**src/rtl/note_sequencer_if.sv**
```systemverilog
// Bus bundle between the song sequencer and its neighbours: the mode/control
// inputs, the song ROM port, and the LED/buzzer outputs.
// "master" is the controller/ROM side; "slave" is the sequencer.
interface note_sequencer_if #(
    parameter int ADDR_W = 9
);
    logic [2:0]        state;
    logic              start;
    logic [ADDR_W-1:0] song_len;
    logic [6:0]        key_in;
    logic [ADDR_W-1:0] rom_addr;
    logic [6:0]        rom_data;
    logic [6:0]        note_code;
    logic [7:0]        note_led;
    logic [7:0]        next_note_led;
    logic              isEnd;
    logic              busy;

    modport master (
        output state, start, song_len, key_in, rom_data,
        input  rom_addr, note_code, note_led, next_note_led, isEnd, busy
    );

    modport slave (
        input  state, start, song_len, key_in, rom_data,
        output rom_addr, note_code, note_led, next_note_led, isEnd, busy
    );
endinterface

```
**src/rtl/note_sequencer.sv**
```systemverilog
// Song-playback sequencer. Walks a song ROM of 7-bit note codes and shows
// the current and upcoming note as one-hot LED patterns. Notes advance on a
// beat timer in AUTOPLAY/CHALLENGE, and on the matching key press in STUDY.
// start and key_in are registered before use, so a start sampled at edge k
// drives rom_addr=0 after edge k+1 and a key sampled at edge j ends the note
// at edge j+1.
// Optional feature: define NOTE_SEQ_LOOP_EN to make the song wrap back to
// note 0 after the final gap (isEnd then pulses for one cycle per wrap).
module note_sequencer #(
    parameter int BEAT_CYCLES = 16000,
    parameter int GAP_CYCLES  = 2800,
    parameter int ADDR_W      = 9
) (
    input  logic             clk,
    input  logic             rst,
    note_sequencer_if.slave  bus
);

    // Counter is shared by note duration and gap, so size it for the larger.
    localparam int MAX_CNT = (4 * BEAT_CYCLES > GAP_CYCLES) ? 4 * BEAT_CYCLES : GAP_CYCLES;
    localparam int CNT_W   = $clog2(MAX_CNT + 1);

    localparam logic [CNT_W-1:0] CNT_ONE  = CNT_W'(1);
    localparam logic [CNT_W-1:0] GAP_LOAD = CNT_W'(GAP_CYCLES);

    localparam logic [2:0] MODE_AUTOPLAY  = 3'b010;
    localparam logic [2:0] MODE_STUDY     = 3'b001;
    localparam logic [2:0] MODE_CHALLENGE = 3'b101;

    typedef enum logic [2:0] {
        IDLE  = 3'd0,
        F_CUR = 3'd1,
        F_NXT = 3'd2,
        PLAY  = 3'd3,
        GAP   = 3'd4,
        DONE  = 3'd5
    } fsm_e;

    fsm_e              state_q, state_d;
    logic [ADDR_W-1:0] idx_q, idx_d;
    logic [ADDR_W-1:0] addr_q, addr_d;
    logic [6:0]        cur_q, cur_d;
    logic [6:0]        nxt_q, nxt_d;
    logic [CNT_W-1:0]  cnt_q, cnt_d;
    logic [ADDR_W-1:0] len_q;
    logic              start_q;
    logic [6:0]        key_q;

    logic [7:0]        note_led_q, note_led_d;
    logic [7:0]        next_led_q, next_led_d;
    logic [6:0]        code_q, code_d;
    logic              is_end_q, is_end_d;
    logic              busy_q, busy_d;

    logic              active;
    logic              study;
    logic              has_next;
    logic              wrap;

    // One-hot LED pattern for a note code; bit7 flags the high octave.
    function automatic logic [7:0] led_of(input logic [6:0] code);
        logic [7:0] led;
        led = 8'h00;
        if (code[6:4] != 3'd0) begin
            led[code[6:4] - 3'd1] = 1'b1;
            led[7]                = (code[3:2] == 2'b11);
        end
        return led;
    endfunction

    // Note duration in clock cycles from the two length bits.
    function automatic logic [CNT_W-1:0] dur_of(input logic [1:0] len);
        logic [CNT_W-1:0] d;
        case (len)
            2'b00:   d = CNT_W'(BEAT_CYCLES);
            2'b01:   d = CNT_W'(2 * BEAT_CYCLES);
            2'b10:   d = CNT_W'(BEAT_CYCLES / 2);
            default: d = CNT_W'(4 * BEAT_CYCLES);
        endcase
        return d;
    endfunction

    assign active = (bus.state == MODE_AUTOPLAY) || (bus.state == MODE_STUDY) ||
                    (bus.state == MODE_CHALLENGE);
    assign study  = (bus.state == MODE_STUDY);

    // True when the note after idx exists in the song.
    assign has_next = ({1'b0, idx_q} + (ADDR_W + 1)'(1)) < {1'b0, len_q};

    // Next-state and next-output logic; outputs are derived from the next
    // state so they leave the flops aligned with the state they describe.
    always_comb begin
        state_d = state_q;
        idx_d   = idx_q;
        addr_d  = addr_q;
        cur_d   = cur_q;
        nxt_d   = nxt_q;
        cnt_d   = cnt_q;
        wrap    = 1'b0;

        if (!active) begin
            // Abort has priority over everything, including a pending start.
            state_d = IDLE;
            idx_d   = '0;
            addr_d  = '0;
            cur_d   = '0;
            nxt_d   = '0;
            cnt_d   = '0;
        end else if (start_q) begin
            idx_d   = '0;
            addr_d  = '0;
            cur_d   = '0;
            nxt_d   = '0;
            cnt_d   = '0;
            state_d = (len_q == '0) ? DONE : F_CUR;
        end else begin
            case (state_q)
                IDLE: begin
                end
                F_CUR: begin
                    cur_d   = bus.rom_data;
                    addr_d  = idx_q + ADDR_W'(1);
                    state_d = F_NXT;
                end
                F_NXT: begin
                    nxt_d   = has_next ? bus.rom_data : 7'd0;
                    cnt_d   = dur_of(cur_q[1:0]);
                    state_d = PLAY;
                end
                PLAY: begin
                    if (study && (cur_q[6:4] != 3'd0)) begin
                        // Untimed: wait for the key matching this pitch.
                        if (key_q[cur_q[6:4] - 3'd1]) begin
                            state_d = GAP;
                            cnt_d   = GAP_LOAD;
                        end
                    end else if (cnt_q <= CNT_ONE) begin
                        state_d = GAP;
                        cnt_d   = GAP_LOAD;
                    end else begin
                        cnt_d = cnt_q - CNT_ONE;
                    end
                end
                GAP: begin
                    if (cnt_q <= CNT_ONE) begin
                        if (!has_next) begin
`ifdef NOTE_SEQ_LOOP_EN
                            state_d = F_CUR;
                            idx_d   = '0;
                            addr_d  = '0;
                            wrap    = 1'b1;
`else
                            state_d = DONE;
`endif
                        end else begin
                            // cur is already known; only the new next note is fetched.
                            cur_d   = nxt_q;
                            idx_d   = idx_q + ADDR_W'(1);
                            addr_d  = idx_q + ADDR_W'(2);
                            state_d = F_NXT;
                        end
                    end else begin
                        cnt_d = cnt_q - CNT_ONE;
                    end
                end
                DONE: begin
                end
                default: state_d = IDLE;
            endcase
        end

        note_led_d = (state_d == PLAY) ? led_of(cur_d) : 8'h00;
        code_d     = (state_d == PLAY) ? cur_d : 7'd0;
        next_led_d = ((state_d == PLAY) || (state_d == GAP)) ? led_of(nxt_d) : 8'h00;
        busy_d     = (state_d != IDLE) && (state_d != DONE);
        is_end_d   = (state_d == DONE) || wrap;
    end

    // State, datapath and registered outputs.
    always_ff @(posedge clk or posedge rst) begin
        if (rst) begin
            state_q    <= IDLE;
            idx_q      <= '0;
            addr_q     <= '0;
            cur_q      <= '0;
            nxt_q      <= '0;
            cnt_q      <= '0;
            len_q      <= '0;
            start_q    <= 1'b0;
            key_q      <= '0;
            note_led_q <= '0;
            next_led_q <= '0;
            code_q     <= '0;
            is_end_q   <= 1'b0;
            busy_q     <= 1'b0;
        end else begin
            state_q    <= state_d;
            idx_q      <= idx_d;
            addr_q     <= addr_d;
            cur_q      <= cur_d;
            nxt_q      <= nxt_d;
            cnt_q      <= cnt_d;
            if (bus.start) begin
                len_q <= bus.song_len;
            end
            start_q    <= bus.start && active;
            key_q      <= bus.key_in;
            note_led_q <= note_led_d;
            next_led_q <= next_led_d;
            code_q     <= code_d;
            is_end_q   <= is_end_d;
            busy_q     <= busy_d;
        end
    end

    assign bus.rom_addr      = addr_q;
    assign bus.note_code     = code_q;
    assign bus.note_led      = note_led_q;
    assign bus.next_note_led = next_led_q;
    assign bus.isEnd         = is_end_q;
    assign bus.busy          = busy_q;

endmodule

```
**src/flat_wrapper.sv**
```systemverilog
// flat-port wrapper written by rule: the top's interface ports become plain ports
module note_sequencer_flat 
#(
    parameter int BEAT_CYCLES = 16000,
    parameter int GAP_CYCLES  = 2800,
    parameter int ADDR_W      = 9
)
  (clk, rst, bus_state, bus_start, bus_song_len, bus_key_in, bus_rom_data, bus_rom_addr, bus_note_code, bus_note_led, bus_next_note_led, bus_isEnd, bus_busy);
  note_sequencer_if #(.ADDR_W(ADDR_W)) bus_i ();
  input  logic clk;
  input  logic rst;
  input wire logic [$bits(bus_i.state)-1:0] bus_state;
  input wire logic [$bits(bus_i.start)-1:0] bus_start;
  input wire logic [$bits(bus_i.song_len)-1:0] bus_song_len;
  input wire logic [$bits(bus_i.key_in)-1:0] bus_key_in;
  input wire logic [$bits(bus_i.rom_data)-1:0] bus_rom_data;
  output wire logic [$bits(bus_i.rom_addr)-1:0] bus_rom_addr;
  output wire logic [$bits(bus_i.note_code)-1:0] bus_note_code;
  output wire logic [$bits(bus_i.note_led)-1:0] bus_note_led;
  output wire logic [$bits(bus_i.next_note_led)-1:0] bus_next_note_led;
  output wire logic [$bits(bus_i.isEnd)-1:0] bus_isEnd;
  output wire logic [$bits(bus_i.busy)-1:0] bus_busy;
  assign bus_i.state = bus_state;
  assign bus_i.start = bus_start;
  assign bus_i.song_len = bus_song_len;
  assign bus_i.key_in = bus_key_in;
  assign bus_i.rom_data = bus_rom_data;
  assign bus_rom_addr = bus_i.rom_addr;
  assign bus_note_code = bus_i.note_code;
  assign bus_note_led = bus_i.note_led;
  assign bus_next_note_led = bus_i.next_note_led;
  assign bus_isEnd = bus_i.isEnd;
  assign bus_busy = bus_i.busy;
  note_sequencer #(.BEAT_CYCLES(BEAT_CYCLES), .GAP_CYCLES(GAP_CYCLES), .ADDR_W(ADDR_W)) u_core (.clk(clk), .rst(rst), .bus(bus_i));
endmodule
```
**config.mk**
```make
export PLATFORM = sky130hd
export DESIGN_NAME = note_sequencer_flat
export DESIGN_NICKNAME = d
export VERILOG_FILES = /design/src/rtl/note_sequencer_if.sv /design/src/rtl/note_sequencer.sv /design/src/flat_wrapper.sv
export SDC_FILE = /design/constraint.sdc
export NUM_CORES = 1
export LEC_CHECK = 0
export CORE_AREA = 3 3 132 134
export CTS_BUF_LIST = sky130_fd_sc_hd__clkbuf_8
export DETAILED_ROUTE_END_ITERATION = 10
export DIE_AREA = 0 0 135 137
export GPL_ROUTABILITY_DRIVEN = 0
export GPL_TIMING_DRIVEN = 0
export PLACE_DENSITY = 0.57
export SLEW_MARGIN = 10
export SYNTH_ARGS = -nofsm -noshare
export SYNTH_HDL_FRONTEND = slang
export SYNTH_SLANG_ARGS = --single-unit
```
**constraint.sdc**
```tcl
create_clock -name clk -period 4.1 [get_ports clk]
set_clock_uncertainty 0.1 [all_clocks]
set_input_delay 0.41 -clock clk [delete_from_list [all_inputs] [get_ports clk]]
set_output_delay 0.41 -clock clk [all_outputs]
set_load 0.02 [all_outputs]
```
==> flow_summary.yaml <==
outcome:
  status: "completed"
worst_setup_path:
  path_class: "flop to flop"
  crit_start: "u_core.idx_q[1]"
  r2r_start: "u_core.idx_q[1]"
  worstSetupEndpointType: "flop"
  start_kind: "flop"
  cp.required_ps: 4280
  cp_max_fo: 5
  cp.arrival_ps: 4050
job:
  drv_cap: 0
power:
  power_frac_seq_pct: 54.7
  leakagePower_nw: 2.59
  p_sw_share_pct: 27.4
  peakVddDrop_uv: 220
  pwr-share-clk_pct: 32.4
  powerDensity_nw_per_um2: 289
  switching_power_mw: 0.482
  internal_power_mw: 1.28
  combPwrFrac_pct: 13.0
  total_power_mw: 1.76
die:
  die_x_um: 135
  coreArea_um2: 16400
  ioPinCount: 63
  die_h_um: 137
  initial_utilization_pct: 29.9
  die_area_um2: 18500
  rows: 47
routing:
  drtIter0Drc: 175
  ant_nets: 0
  wl_per_cell_um: 15.3
  viasPerCell: 4.98
  via_count: 3986
  drtPass1Iterations: 5
  wl_mm: 12.3
  drc: 0
clock_network:
  cts_htree_levels: 3
  clock_latency_ps: 380
  cts_sinks: 93
  cts_root_buffer: "clkbuf_8"
  ctsHoldBuffers: 0
  cts.path.max_buffers: 2
  clk_pin_slew_ps: 90
  cts_tree: "built"
  cts_made_buffers: 9
logic_synthesis:
  synthCells: 500
  netlist_area_um2: 4900
  yosysSeqAreaShare_pct: 47.5
  async_reset_ff_share_pct: 100
  synthesis.nets: 553
  synth_seq_cells: 93
  yosysWarnings: 0
  synth_cell_type_count: 73
  synth_edf_count: 0
  syn_area_per_cell_um2: 9.81
  synth_ff_type: "dfrtp_1"
global_route:
  grt_pass1_vias: 4019
  grt_use_total_pct: 13.8
  antenna_found_initial: 0
  grt_pass1_wl_mm: 20.4
  grt_max_degree: 57
  grt_overflow: 0
timing:
  rsz0062_at_grt: "false"
  fmax_mhz: 259
  fin_crit_sh_pct: 94.3
  setup_viol: 0
  post-route-min-period_ps: 3870
  relSlewSlack_pct: 32.8
  slew_viol_final: 0
  tns_ps: 0
  finalHoldViolations: 0
  finalWorstSetupSlack_ps: 234
  holdWs_ps: 314
  worst_pin_slew_ps: 1000
placement:
  dp_hpwl_mm: 9.14
  portBuffers: 61
  post-place-ws_ps: -465
  place_area_um2: 5810
  dp_cells: 782
final_layout:
  design_area_um2: 6090
  final_util_pct: 37.1
  final_cells: 801
  antennaDiodeCount: 0
  syn_to_final_growth_pct: 24.2
  fin_nets: 630
  drive_gt1_share_pct: 11.2
hold_path:
  min_from: "bus_start"
  hold_class: "primary input to flop"
Yosys cell counts, types with 5 or more instances:
cell type  number  area, um2
dfrtp_1        93       2330
nor2_1         49        184
nand2_1        38        143
o21ai_0        35        175
inv_1          28        105
nor3_1         25        125
ha_1           24        300
a21oi_1        23        115
clkbuf_1       13       48.8
xnor2_1        13        114
and2_1         11       68.8
a211oi_1        9       67.6
nor4_1          9       56.3
xor2_1          9       78.8
a31oi_1         8       50.1
a22oi_1         7       52.6
buf_2           6       30.0
nand3_1         6       30.0
nand4_1         6       37.5
a22o_1          5       43.8
nor2b_1         5       31.3
or3_1           5       31.3
final timing paths:
kind | to | slack, ps | cells past startpoint
max reg2reg | u_core.bus.note_led[5] | 230 | 14
min | u_core.len_q[3] | 310 | 3
max in group asynchronous | u_core.cnt_q[8] | 2850 | 3
min in group asynchronous | u_core.bus.next_note_led[4] | 400 | 2
max | u_core.bus.note_led[5] | 230 | 14
min reg2reg | u_core.nxt_q[0] | 410 | 1
repair_timing:
item	4_1_cts	5_1_grt
pin swaps	0	3
setup buffers	0	5
setup endpoints to repair	16	16
gates resized for setup	5	8
kinds of logic after synthesis:
kind of cell               count (synthesis)  share of synthesized area, %
DFF                                       93                          47.5
and+or+nand+nor                          181                          19.6
adders and majority gates                 24                          6.12
xor gates and xnor gates                  22                          3.93
buffers and inverters                     51                          4.36
muxes                                      6                          1.30
AOI/OAI and AO/OA                        123                          17.2
power groups by stage:
stage,Sequential [mW],Clock (mW),Combinational [mW]
after floorplan,0.980,0,0.141
after global placement,0.981,0,0.219
after detailed placement,0.982,0,0.226
after CTS,0.963,0.597,0.227
after global routing,0.968,0.625,0.258
final,0.963,0.570,0.229
per-layer routing:
layer  global-route usage, %  share of wire [%]
met2                    22.8                 48
met4                    5.43                2.1
met5                       0                  0
met3                    2.90                5.2
met1                    17.6                 45
final cells by class:
cell class,count,area (um2)
Multi-Input combinational cell,356,2430
Tap cell,220,275
Timing Repair Buffer,67,668
Sequential cell,93,2330
Clock inverter,4,25.0
Clock buffer,11,151
Fill cell,1636,10300
Buffer,20,98.8
Inverter,30,115
cells in the final DEF, fill, tap and decap left out, types with 4 or more instances in the layout:
master,Yosys,routed
xnor2_1,13,13
nor3_1,25,24
or3_1,5,5
buf_4,0,5
inv_1,28,28
clkdlybuf4s50_1,0,61
dfrtp_1,93,92
buf_2,6,6
nor4_1,9,8
a211oi_1,9,9
a22o_1,5,5
nand2b_1,4,4
nor2_1,49,49
xor2_1,9,9
nand4_1,6,6
nand2_1,38,37
a21oi_1,23,23
o21ai_0,35,35
a31oi_1,8,8
clkbuf_1,13,11
ha_1,24,21
nor2b_1,5,5
and2_1,11,11
nand3_1,6,6
a22oi_1,7,6
clkbuf_8,0,11
worst max-delay path, stage by stage, from the launching register on:
cell,delay [ps]
dfrtp_1,400
ha_2,240
nand2_2,100
nor3_2,220
xor2_1,180
ha_1,260
a21oi_1,180
o221ai_2,200
or4_4,490
o21ba_4,240
a221o_1,350
nand2_2,120
ha_1,190
ha_4,220
nor4_2,280
registers in the layout, summed over array words and instances, names as in the netlist:
register	flops
u_core.start_q	1
u_core.bus.note_code	7
u_core.bus.rom_addr	9
u_core.state_q	3
u_core.bus.busy	1
u_core.key_q	7
u_core.bus.next_note_led	8
u_core.bus.note_led	8
u_core.cnt_q	16
u_core.idx_q	9
u_core.nxt_q	7
u_core.len_q	9
u_core.cur_q	7
u_core.bus.isEnd	1
Note: power is estimated with default switching activity, not from simulation.
